$ cat config.mk
export PLATFORM = sky130hd
export DESIGN_NAME = jtframe_prog_packer_flat
export DESIGN_NICKNAME = d
export VERILOG_FILES = /design/src/rtl/jtframe_prog_packer_if.sv /design/src/rtl/jtframe_prog_packer.sv /design/src/flat_wrapper.sv
export SDC_FILE = /design/constraint.sdc
export NUM_CORES = 1
export LEC_CHECK = 0
export ABC_AREA = 1
export CORE_ASPECT_RATIO = 0.7
export CORE_UTILIZATION = 40
export CTS_BUF_LIST = sky130_fd_sc_hd__clkbuf_8
export CTS_CLUSTER_SIZE = 40
export DETAILED_ROUTE_END_ITERATION = 7
export GPL_ROUTABILITY_DRIVEN = 0
export PLACE_DENSITY = 0.67
export SLEW_MARGIN = 10
export SYNTH_ARGS = -nofsm -noshare
export SYNTH_HDL_FRONTEND = slang
export SYNTH_SLANG_ARGS = --single-unit
$ cat constraint.sdc
create_clock -name clk_rom -period 2.9 [get_ports clk_rom]
set_input_delay 0.725 -clock clk_rom [delete_from_list [all_inputs] [get_ports clk_rom]]
set_output_delay 0.725 -clock clk_rom [all_outputs]
set_load 0.01 [all_outputs]
$ cat src/rtl/jtframe_prog_packer_if.sv
// SDRAM programming port: packer drives the request, the SDRAM controller
// answers with ack/rdy pulses.
interface jtframe_prog_packer_if;
   logic [21:0] prog_addr;
   logic [15:0] prog_data;
   logic [1:0]  prog_mask;
   logic [1:0]  prog_ba;
   logic        prog_we;
   logic        prog_rd;
   logic        prog_ack;
   logic        prog_rdy;

   modport master (
      output prog_addr, prog_data, prog_mask, prog_ba, prog_we, prog_rd,
      input  prog_ack, prog_rdy
   );

   modport slave (
      input  prog_addr, prog_data, prog_mask, prog_ba, prog_we, prog_rd,
      output prog_ack, prog_rdy
   );
endinterface

$ cat src/rtl/jtframe_prog_packer.sv
// Maps MiST ioctl download bytes to SDRAM bank/word writes through a small FIFO.
// Optional macro JTFRAME_PROG_SWAB_EN: byte-swap lane selection for banks 1-3.
module jtframe_prog_packer #(
   parameter logic [24:0] BA1_START = 25'h040000,
   parameter logic [24:0] BA2_START = 25'h080000,
   parameter logic [24:0] BA3_START = 25'h0C0000,
   parameter logic [24:0] ROM_END   = 25'h100000,
   parameter int          FIFO_AW   = 2
) (
   input  logic                         clk_rom,
   input  logic                         rst_n,
   input  logic                         downloading,
   input  logic [24:0]                  ioctl_addr,
   input  logic [7:0]                   ioctl_data,
   input  logic                         ioctl_wr,
   jtframe_prog_packer_if.master        prog,
   output logic                         dwnld_busy,
   output logic                         ovf
);
   localparam int DEPTH = 1 << FIFO_AW;

   typedef struct packed {
      logic [1:0]  ba;
      logic [21:0] addr;
      logic [1:0]  mask;
      logic [7:0]  data;
   } entry_t;

   typedef enum logic [1:0] { IDLE, ISSUE, WAIT } state_t;

   state_t              state, state_nxt;
   entry_t              mem [DEPTH];
   entry_t              new_entry, head;
   logic [FIFO_AW-1:0]  wr_ptr, rd_ptr;
   logic [FIFO_AW:0]    count;
   logic                empty, full, push, pop, drop, done;
   logic [22:0]         off;
   logic [1:0]          map_ba;
   logic                map_ok, lsb, dl_q;

   always_comb begin
      map_ok = 1'b1;
      map_ba = 2'd0;
      off    = ioctl_addr[22:0];
      if (ioctl_addr < BA1_START) begin
         map_ba = 2'd0;
      end else if (ioctl_addr < BA2_START) begin
         map_ba = 2'd1;
         off    = 23'(ioctl_addr - BA1_START);
      end else if (ioctl_addr < BA3_START) begin
         map_ba = 2'd2;
         off    = 23'(ioctl_addr - BA2_START);
      end else if (ioctl_addr < ROM_END) begin
         map_ba = 2'd3;
         off    = 23'(ioctl_addr - BA3_START);
      end else begin
         map_ok = 1'b0;
      end
   end

`ifdef JTFRAME_PROG_SWAB_EN
   // big-endian 16-bit graphics ROMs live in banks 1-3
   assign lsb = off[0] ^ (map_ba != 2'd0);
`else
   assign lsb = off[0];
`endif

   assign new_entry = '{ba: map_ba, addr: off[22:1], mask: lsb ? 2'b01 : 2'b10, data: ioctl_data};
   assign head      = mem[rd_ptr];
   assign empty     = (count == '0);
   assign full      = count[FIFO_AW];
   // a pop in the same cycle frees the slot, so a full FIFO still accepts
   assign push      = ioctl_wr & map_ok & (~full | pop);
   assign drop      = ioctl_wr & map_ok & full & ~pop;

   always_ff @(posedge clk_rom) begin
      if (push) mem[wr_ptr] <= new_entry;
   end

   always_ff @(posedge clk_rom or negedge rst_n) begin
      if (!rst_n) begin
         wr_ptr <= '0;
         rd_ptr <= '0;
         count  <= '0;
      end else begin
         if (push) wr_ptr <= wr_ptr + FIFO_AW'(1);
         if (pop)  rd_ptr <= rd_ptr + FIFO_AW'(1);
         case ({push, pop})
            2'b10:   count <= count + (FIFO_AW+1)'(1);
            2'b01:   count <= count - (FIFO_AW+1)'(1);
            default: count <= count;
         endcase
      end
   end

   always_comb begin
      state_nxt = state;
      pop       = 1'b0;
      done      = 1'b0;
      case (state)
         IDLE:  if (!empty) begin
                   pop       = 1'b1;
                   state_nxt = ISSUE;
                end
         ISSUE: if (prog.prog_ack) begin
                   done      = prog.prog_rdy;
                   state_nxt = prog.prog_rdy ? IDLE : WAIT;
                end
         WAIT:  if (prog.prog_rdy) begin
                   done      = 1'b1;
                   state_nxt = IDLE;
                end
         default: state_nxt = IDLE;
      endcase
   end

   always_ff @(posedge clk_rom or negedge rst_n) begin
      if (!rst_n) begin
         state          <= IDLE;
         prog.prog_addr <= '0;
         prog.prog_data <= '0;
         prog.prog_mask <= 2'b11;
         prog.prog_ba   <= '0;
         prog.prog_we   <= 1'b0;
      end else begin
         state <= state_nxt;
         if (pop) begin
            prog.prog_addr <= head.addr;
            prog.prog_data <= {head.data, head.data};
            prog.prog_mask <= head.mask;
            prog.prog_ba   <= head.ba;
            prog.prog_we   <= 1'b1;
         end else if (state == ISSUE && prog.prog_ack) begin
            prog.prog_we   <= 1'b0;
         end
         if (done) prog.prog_mask <= 2'b11;
      end
   end

   assign prog.prog_rd = 1'b0;

   always_ff @(posedge clk_rom or negedge rst_n) begin
      if (!rst_n) begin
         dwnld_busy <= 1'b0;
         ovf        <= 1'b0;
         dl_q       <= 1'b0;
      end else begin
         dwnld_busy <= downloading | ~empty | (state != IDLE);
         dl_q       <= downloading;
         if (drop)                     ovf <= 1'b1;
         else if (downloading & ~dl_q) ovf <= 1'b0;
      end
   end
endmodule

$ cat src/flat_wrapper.sv
// flat-port wrapper written by rule: the top's interface ports become plain ports
module jtframe_prog_packer_flat 
#(
   parameter logic [24:0] BA1_START = 25'h040000,
   parameter logic [24:0] BA2_START = 25'h080000,
   parameter logic [24:0] BA3_START = 25'h0C0000,
   parameter logic [24:0] ROM_END   = 25'h100000,
   parameter int          FIFO_AW   = 2
)
  (clk_rom, rst_n, downloading, ioctl_addr, ioctl_data, ioctl_wr, dwnld_busy, ovf, prog_prog_addr, prog_prog_data, prog_prog_mask, prog_prog_ba, prog_prog_we, prog_prog_rd, prog_prog_ack, prog_prog_rdy);
  jtframe_prog_packer_if prog_i ();
  input  logic clk_rom;
  input  logic rst_n;
  input  logic downloading;
  input  logic [24:0] ioctl_addr;
  input  logic [7:0] ioctl_data;
  input  logic ioctl_wr;
  output logic dwnld_busy;
  output logic ovf;
  output wire logic [$bits(prog_i.prog_addr)-1:0] prog_prog_addr;
  output wire logic [$bits(prog_i.prog_data)-1:0] prog_prog_data;
  output wire logic [$bits(prog_i.prog_mask)-1:0] prog_prog_mask;
  output wire logic [$bits(prog_i.prog_ba)-1:0] prog_prog_ba;
  output wire logic [$bits(prog_i.prog_we)-1:0] prog_prog_we;
  output wire logic [$bits(prog_i.prog_rd)-1:0] prog_prog_rd;
  input wire logic [$bits(prog_i.prog_ack)-1:0] prog_prog_ack;
  input wire logic [$bits(prog_i.prog_rdy)-1:0] prog_prog_rdy;
  assign prog_prog_addr = prog_i.prog_addr;
  assign prog_prog_data = prog_i.prog_data;
  assign prog_prog_mask = prog_i.prog_mask;
  assign prog_prog_ba = prog_i.prog_ba;
  assign prog_prog_we = prog_i.prog_we;
  assign prog_prog_rd = prog_i.prog_rd;
  assign prog_i.prog_ack = prog_prog_ack;
  assign prog_i.prog_rdy = prog_prog_rdy;
  jtframe_prog_packer #(.BA1_START(BA1_START), .BA2_START(BA2_START), .BA3_START(BA3_START), .ROM_END(ROM_END), .FIFO_AW(FIFO_AW)) u_core (.clk_rom(clk_rom), .rst_n(rst_n), .downloading(downloading), .ioctl_addr(ioctl_addr), .ioctl_data(ioctl_data), .ioctl_wr(ioctl_wr), .prog(prog_i), .dwnld_busy(dwnld_busy), .ovf(ovf));
endmodule
==> run_results.csv, run 1 <==
group,metric,value,unit
setup_path,timing.critical_path.to,"u_core.count[2]",
sta,hold_violations,0,
detailed_routing,ant_nets,0,
global_routing,met3_usage,0.0465,
synthesis,async_flop_share,0.257,
synthesis,synth_edf_count,136,
die,core_area,0.0181,mm²
cells_and_area,diodes,0,
cts,htree_num_levels,4,
synthesis,synth_nets,667,
cells_and_area,fin_cells,953,
sta,final_max_slew_viol_count,0,
cells_and_area,final_cell_mix,"nor2_1 (170), edfxtp_1 (136), clkdlybuf4s50_1 (82), o21ai_0 (73), dfrtp_1 (43)",
detailed_routing,drt_iter0_markers,350,
synthesis,syn_avg_cell_area,12.0,µm²
cts,cts-resized-gates,0,
global_routing,grt_usage,0.170,
place,placed_cells,921,
setup_path,r2r-start,"u_core.count[1]",
place,port_buffers,83,
setup_path,worstPathRequired,3.24,ns
cts,cts.sinks,183,
sta,fmax,385,MHz
place,dp_hpwl,9460,µm
cts,worst_skew_pair.late_latency,0.46,ns
pwr,p_leak,3.25,nW
setup_path,worstPathMaxFanout,2,
cells_and_area,utilization,0.497,
synthesis,ys.flop_type,"edfxtp_1",
sta,worst_slew_pin_slew,1.04,ns
die,pin_count,85,
setup_path,reg2reg_slack,0.62,ns
setup_path,reg2regPathDepth,11,
status,status,"complete, no violations",
cells_and_area,area_growth,21.6,%
die,die_area,0.0190,mm²
pwr,p_per_area,910,mW/mm²
cts,cts_setup_buffers,0,
global_routing,grt_pass1_vias,4682,
detailed_routing,viasPerCell,4.99,
synthesis,ys_types,33,
setup_path,critPathMaxStageDelay,0.48,ns
die,start_util,0.409,
setup_path,crit_slowest_cell,"clkdlybuf4s50_1",
global_routing,grt_use_met2,0.271,
global_routing,grt-busiest-layer,"met2",
detailed_routing,first_pass_iters,5,
synthesis,synth_seq_cells,183,
synthesis,synth_cells,614,
cts,root_buffer,"clkbuf_8",
cts,cts_tree,"done",
sta,finalCritPeriodShare,0.896,
synthesis,yosysSeqAreaShare,0.713,
die,die_w,164,µm
sta,fin_hold_ws,0.329,ns
die,die_y,116,µm
global_routing,grt_first_pass_wirelength,24000,µm
sta,slew_headroom,0.304,
synthesis,ys_top_cells_by_area,"edfxtp_1 (55%), dfrtp_1 (15%), nor2_1 (8.9%)",
sta,grt_setup_unrepaired,"false",
detailed_routing,via_count,4758,
setup_path,worst_setup_path_start_kind,"input port",
detailed_routing,avgRoutedWirePerCell,16.0,µm
sta,skew,0.0133,ns
cts,clkTransAtPathRegs,0.09,ns
cells_and_area,final_nets,757,
pwr,peakVddDrop,0.459,mV
detailed_routing,drc,0,
global_routing,grt_use_met1,0.230,
synthesis,yosysWarnings,0,
hold_path,hold_path_class,"input port to asynchronous set/reset pin",
cells_and_area,drive_above_1_share,0.109,
setup_path,startpoint,"ioctl_addr[19]",
run,drv_cap,0,
cts,holdBufCountCts,0,
global_routing,grt_overflow,0,
setup_path,r2r-end,"u_core.count[2]",
setup_path,crit_arrival,2.94,ns
cells_and_area,final_common_cell,"nor2_1",
cells_and_area,n_fill_cell,1574,
die,num_rows,41,
global_routing,grt_max_degree,70,
setup_path,path_cells,"clkdlybuf4s50_1, inv_1, ha_1, nand3_2, nand2_1, nand2_2, a21oi_2, inv_2, ha_1, inv_1, fa_1, a21oi_1, o21ai_0, xor2_1",
detailed_routing,routed_wl,15200,µm
synthesis,yosys.area.top_type,"edfxtp_1",
sta,post-route-min-period,2.60,ns
synthesis,syn-cell-area,0.00738,mm²
cts,clk_path_buf_depth,2,
synthesis,yosysTopAreaCellShare,0.554,
global_routing,antenna_found_initial,0,
setup_path,crit_path_end_kind,"flip-flop",
setup_path,worstSetupPathType,"input port to flip-flop",
cts,cts_buffers,17,
sta,setup_viol,0,
layer usage:
layer / vias up / routed length (µm)
met3: 10 / 806
met2: 132 / 7080
met5: - / 0
li1: 2295 / -
met1: 2321 / 7270
met4: 0 / 91
logic make-up after synthesis:
group                    count (synthesis)  synth area share
other                                    1          0.000508
AO/OA/AOI/OAI                          126            0.0941
XOR/XNOR                                 4           0.00475
AND/OR/NAND/NOR                        216             0.115
flip-flops                             183             0.713
buffers and inverters                   70            0.0478
adder cells (fa/ha/maj)                 14            0.0248
flip-flops by register name (all words and copies together) (netlist names):
register,flops
u_core.prog.prog_mask,2
u_core.wr_ptr,2
u_core.state,2
u_core.mem,136
u_core.prog.prog_we,1
u_core.count,3
u_core.dl_q,1
u_core.prog.prog_data,8
u_core.dwnld_busy,1
u_core.ovf,1
u_core.prog.prog_ba,2
u_core.prog.prog_addr,22
u_core.rd_ptr,2
stage by stage:
step | area, µm² | setup TNS, ns | worst slack [ns] | total power [mW]
2_1_floorplan | 7390 | -5.81 | -0.0427 | 5.45
3_3_place_gp | 8570 | -0.130 | -0.130 | 6.43
3_5_place_dp | 8570 | -0.181 | -0.181 | 6.51
4_1_cts | 8970 | 0 | 0.318 | 8.22
5_1_grt | 8970 | 0 | 0.170 | 8.71
6_report | 8970 | 0 | 0.302 | 8.17
worst min-delay path by stage:
stage	from	endpoint	cells after the start
after floorplan	rst_n	u_core.count[0]	0
after CTS	rst_n	u_core.dl_q	1
after global routing	rst_n	u_core.prog.prog_addr[14]	1
after global placement	u_core.prog.prog_we	u_core.prog.prog_we	2
final	rst_n	u_core.dl_q	1
after detailed placement	u_core.prog.prog_we	u_core.prog.prog_we	2
where the power goes:
part	internal (mW)	leakage, nW	total [mW]	switching (mW)
logic	1.26	1.29	3.03	1.77
registers	3.19	1.75	3.43	0.240
clock network	0.786	0.208	1.72	0.932
total	5.23	3.25	8.17	2.94
critical path: cells and delay by family:
kind,cells,cell delay (ns)
AND/OR/NAND/NOR,3,0.28
buffers and inverters,4,0.67
AO/OA/AOI/OAI,3,0.32
adder cells (fa/ha/maj),3,0.79
XOR/XNOR,1,0.15
synthesized netlist by cell type, types with 2 or more instances:
master / n
buf_6: 5
buf_4: 11
o21ai_0: 73
edfxtp_1: 136
nor2_1: 174
a31oi_1: 32
a21oi_1: 14
buf_2: 9
o211ai_1: 2
xor2_1: 3
dfstp_2: 2
nand3_1: 5
nand2_1: 30
o31ai_1: 3
dfrtp_1: 45
clkbuf_1: 13
inv_1: 26
inv_2: 4
ha_1: 13
area by class of cell:
class                      instances  area, µm²  share of cell area
multi-input combinational        361       1790               0.200
clock buffer                      17        234              0.0261
timing repair buffer             110       1100               0.123
sequential                       183       5270               0.587
tap                              236        295              0.0329
inverter                          31        116              0.0130
clock inverter                    15        168              0.0187
Power figures use the tool's default switching activity.
==> inputs of run 2 (changes only) <==
- CORE_ASPECT_RATIO: 0.7 -> default
==> run 2 against run 1 <==
  * Worst hold slack better by 0.059 ns
  * Combinational power is essentially flat
  * Wire length shrank 0.81%
  * Clock power rose by 4%
  * Setup slack improved by 0.0089 ns
  * Final area is 0.22% higher
  * Die area about the same
  * Count of clock-buffer cells in the layout did not move
  * Total power is 0.63% higher
  * Flip-flop and latch count did not move
  * Critical endpoint unchanged
  * Largest cell class unchanged
==> run_results.csv, run 2 (synthesis results as in run 1) <==
group,metric,value,unit
sta,worst_slew_pin_slew,1.00,ns
cts,htree_num_levels,4,
detailed_routing,viasPerCell,5.05,
sta,final_max_slew_viol_count,0,
cells_and_area,diodes,0,
pwr,internal_power,5.31,mW
global_routing,grt_pass1_vias,4752,
detailed_routing,highest_layer,"met4",
run,drv_cap,0,
detailed_routing,routed_wl,15100,µm
pwr,p_leak,3.24,nW
detailed_routing,via_count,4766,
detailed_routing,drc,0,
sta,fin_hold_ws,0.388,ns
cells_and_area,drive_above_1_share,0.106,
setup_path,worstSetupPathType,"input port to flip-flop",
global_routing,grt_overflow,0,
die,num_rows,49,
sta,setup_viol,0,
cts,cts.sinks,183,
pwr,power,8.22,mW
sta,post-route-min-period,2.59,ns
global_routing,antenna_found_initial,0,
detailed_routing,avgRoutedWirePerCell,16.0,µm
global_routing,grt_usage,0.172,
detailed_routing,wl_met2,7610,µm
status,status,"complete, no violations",
cts,holdBufCountCts,0,
place,port_buffers,83,
pwr,p_seq_frac,0.415,
die,core_area,0.0180,mm²
cts,cts_buffers,17,
sta,skew,0.00954,ns
cts,cts_setup_buffers,0,
sta,fmax,386,MHz
sta,grt_setup_unrepaired,"false",
detailed_routing,first_pass_iters,5,
die,start_util,0.409,
cts,clkTransAtPathRegs,0.10,ns
setup_path,worst_setup_path_start_kind,"input port",
setup_path,crit_arrival,2.91,ns
sta,finalCritPeriodShare,0.893,
cts,clk_path_buf_depth,2,
pwr,switching_share,0.354,
cells_and_area,largest_reg_flops,136,
detailed_routing,ant_nets,0,
cts,root_buffer,"clkbuf_8",
pwr,comb_power_share,0.367,
cts,cts-resized-gates,0,
cells_and_area,regMostFlops,"u_core.mem",
pwr,peakVddDrop,0.516,mV
cells_and_area,multi_input_area,0.00179,mm²
cells_and_area,final_nets,755,
sta,hold_violations,0,
hold_path,hold_path_class,"input port to asynchronous set/reset pin",
setup_path,worstPathMaxFanout,2,
cts,cts_tree,"done",
detailed_routing,wl_met1,6480,µm
cells_and_area,top_regs,"u_core.mem x136, u_core.prog.prog_addr x22, u_core.prog.prog_data x8",
cts,worst_skew_pair.late_latency,0.45,ns
die,die_w,138,µm
cells_and_area,area_growth,21.9,%
setup_path,worstPathRequired,3.22,ns
cells_and_area,final_cell_mix,"nor2_1 (170), edfxtp_1 (136), clkdlybuf4s50_1 (82), o21ai_0 (73), dfrtp_1 (44)",
detailed_routing,drt_iter0_markers,321,
global_routing,grt_first_pass_wirelength,24200,µm
cells_and_area,final_common_cell,"nor2_1",
die,die_area,0.0190,mm²
detailed_routing,met3_length,800,µm
setup_path,crit_path_end_kind,"flip-flop",
die,pin_count,85,
sta,slew_headroom,0.331,
die,die_y,138,µm
global_routing,grt_max_degree,70,
pwr,p_per_area,914,mW/mm²
cells_and_area,n_fill_cell,1535,
pwr,switchingPower,2.91,mW
pwr,p_clk_frac,0.218,
cells_and_area,seqCellArea,0.00526,mm²
place,dp_hpwl,9540,µm
==> run 2: cell count changes in the layout (fill, tap and decap cells not counted), sizes merged <==
cell,change
buf,-2
clkinv,-2
bufinv,+1
clkinvlp,+1
==> run 2: metal layers <==
layer  track usage  up-vias
met2         0.293      137
li1              -     2287
met3        0.0430       18
met1         0.214     2324
met4        0.0556        0
met5             0        -
==> run 2: metrics by stage <==
step           setup WS (ns)  utilization  cell area, µm²  setup TNS [ns]  cells
2_1_floorplan        -0.0427            -            7390           -5.81    614
3_3_place_gp         -0.0900        0.476            8570         -0.0900    912
3_5_place_dp          -0.160        0.476            8570          -0.160    912
4_1_cts                0.317        0.499            8990               0    944
5_1_grt                0.141        0.499            8990               0    944
6_report               0.311        0.499            8990               0    944
==> run 2: cell type report <==
cell class	count	area share
multi-input combinational	361	0.199
sequential	183	0.585
timing repair buffer	108	0.124
tap	229	0.0319
clock inverter	15	0.0209
clock buffer	17	0.0260
inverter	31	0.0129
==> run 2: power groups by stage <==
stage,clock [mW],combinational [mW],sequential [mW]
CTS,1.83,3.05,3.42
detailed placement,0,3.04,3.48
floorplan,0,1.92,3.53
finish,1.79,3.01,3.41
global route,1.93,3.42,3.46
global placement,0,2.96,3.46
==> run 2: final timing paths <==
check | startpoint | end | slack [ns] | depth (start not counted)
worst min register to register | u_core.prog.prog_we | u_core.prog.prog_we | 0.52 | 2
worst max-delay path | ioctl_addr[19] | u_core.count[2] | 0.31 | 14
max in group asynchronous | rst_n | u_core.rd_ptr[0] | 2.02 | 2
worst max register to register | u_core.count[0] | u_core.count[2] | 0.65 | 11
min in group clk_rom | u_core.prog.prog_we | u_core.prog.prog_we | 0.52 | 2
worst min-delay path | rst_n | u_core.prog.prog_data[8] | 0.39 | 2
==> run 2: critical path: stages <==
cell,delay [ns]
clkdlybuf4s50_1,0.49
inv_1,0.07
ha_1,0.23
nand3_2,0.09
nand2_1,0.09
nand2_2,0.10
a21oi_2,0.05
inv_2,0.06
ha_1,0.12
inv_1,0.06
fa_1,0.43
a21oi_1,0.14
o21ai_0,0.11
xor2_1,0.15
==> inputs of run 3 (changes only) <==
- CORE_MARGIN: default -> 5
- REMOVE_ABC_BUFFERS: default -> 1
==> run 3 against run 2 <==
  * Clock skew rose by 0.0051 ns
  * Highest routed layer unchanged
  * Final area fell by 0.51%
  * Global-route usage fell by 2.1 points
  * Total power fell by 2.4%
  * Register-to-register slack improved by 0.05 ns
  * Worst hold slack got worse by 0.035 ns
==> run_results.csv, run 3 (synthesis results as in run 1) <==
group,metric,value,unit
status,status,"complete, no violations",
cts,cts-resized-gates,0,
run,drv_cap,0,
setup_path,crit_arrival,2.93,ns
cts,cts_tree,"done",
cells_and_area,top_regs,"u_core.mem x136, u_core.prog.prog_addr x22, u_core.prog.prog_data x8",
global_routing,grt_max_degree,70,
cts,cts_buffers,17,
sta,hold_violations,0,
cells_and_area,regMostFlops,"u_core.mem",
cts,clkTransAtPathRegs,0.10,ns
pwr,p_per_area,896,mW/mm²
global_routing,grt_usage,0.151,
global_routing,antenna_found_initial,0,
place,dpl_cell_area,0.00859,mm²
global_routing,grt_pass1_vias,5129,
die,num_rows,49,
setup_path,r2r-start,"u_core.state[1]",
place,port_buffers,83,
cells_and_area,final_common_cell,"nor2_1",
die,die_y,146,µm
cts,cts.sinks,183,
cells_and_area,final_nets,760,
detailed_routing,avgRoutedWirePerCell,16.5,µm
place,dp_hpwl,9980,µm
global_routing,grt_first_pass_wirelength,25400,µm
pwr,peakVddDrop,0.467,mV
detailed_routing,via_count,4800,
cts,worst_skew_pair.late_latency,0.46,ns
sta,fmax,385,MHz
cts,cts_setup_buffers,0,
setup_path,worstSetupPathType,"input port to flip-flop",
cells_and_area,stdcell_area,0.00895,mm²
setup_path,crit_path_end_kind,"flip-flop",
setup_path,startpoint,"ioctl_addr[19]",
cells_and_area,largest_reg_flops,136,
detailed_routing,viasPerCell,5.06,
cells_and_area,diodes,0,
cells_and_area,utilization,0.495,
die,die_area,0.0213,mm²
setup_path,timing.critical_path.to,"u_core.count[2]",
setup_path,reg2reg_slack,0.70,ns
die,core_area,0.0181,mm²
cts,clk_path_buf_depth,2,
die,pin_count,85,
cells_and_area,final_cell_mix,"nor2_1 (170), edfxtp_1 (136), clkdlybuf4s50_1 (82), o21ai_0 (73), dfrtp_1 (43)",
setup_path,r2r-end,"u_core.count[2]",
cts,holdBufCountCts,0,
die,start_util,0.408,
detailed_routing,drt_iter0_markers,284,
cts,htree_num_levels,4,
sta,skew,0.0146,ns
detailed_routing,ant_nets,0,
detailed_routing,routed_wl,15600,µm
hold_path,hold_path_class,"input port to asynchronous set/reset pin",
setup_path,worst_setup_path_start_kind,"input port",
setup_path,reg2regPathDepth,11,
cells_and_area,drive_above_1_share,0.114,
sta,grt_setup_unrepaired,"false",
sta,worst_slew_pin_slew,0.816,ns
sta,slew_headroom,0.456,
sta,setup_viol,0,
sta,setup_tns,0,ns
setup_path,worstPathMaxFanout,2,
sta,finalCritPeriodShare,0.895,
detailed_routing,first_pass_iters,5,
pwr,p_leak,3.24,nW
sta,final_max_slew_viol_count,0,
detailed_routing,drc,0,
sta,post-route-min-period,2.60,ns
global_routing,grt_overflow,0,
die,die_w,146,µm
setup_path,worstPathRequired,3.23,ns
cells_and_area,area_growth,21.3,%
cts,root_buffer,"clkbuf_8",
-- run 3: worst min-delay path by stage --
stage | to | slack [ns]
after floorplan | u_core.count[0] | 0.43
after global placement | u_core.prog.prog_we | 0.47
after detailed placement | u_core.prog.prog_we | 0.49
after CTS | u_core.prog.prog_addr[3] | 0.35
after global routing | u_core.prog.prog_addr[3] | 0.39
final | u_core.prog.prog_addr[3] | 0.35
-- run 3: metrics by stage --
stage,power (mW),cells,setup slack (ns),hold slack [ns]
2_1_floorplan,5.14,575,-0.592,0.429
3_3_place_gp,6.46,917,-0.131,0.475
3_5_place_dp,6.56,917,-0.159,0.489
4_1_cts,8.13,949,0.335,0.348
5_1_grt,8.62,949,0.147,0.392
6_report,8.02,949,0.303,0.353
-- run 3: critical path, stage by stage --
cell,delay [ns]
clkdlybuf4s50_1,0.48
inv_1,0.06
ha_1,0.22
nand3_2,0.09
nand2_1,0.11
nand2_2,0.09
a21oi_2,0.05
inv_2,0.07
ha_1,0.14
inv_1,0.06
fa_1,0.44
a21oi_1,0.14
o21ai_0,0.10
xor2_1,0.15
-- run 3: final cells by class --
class / instances / area (µm²)
Fill cell: 1543 / 9140
Sequential cell: 183 / 5270
Multi-Input combinational cell: 361 / 1790
Timing Repair Buffer: 113 / 1130
Tap cell: 229 / 287
Clock buffer: 18 / 248
Inverter: 31 / 116
Clock inverter: 14 / 114
-- run 3: power by group --
group / switching, mW / internal, mW
Sequential: 0.238 / 3.19
Clock: 0.921 / 0.640
Combinational: 1.76 / 1.28
-- run 3: routing by layer --
metal	vias up	wire, µm	GRT usage
li1	2299	-	-
met1	2345	6510	0.181
met2	142	7990	0.261
met3	14	905	0.0358
met4	0	229	0.0646
met5	-	0	0
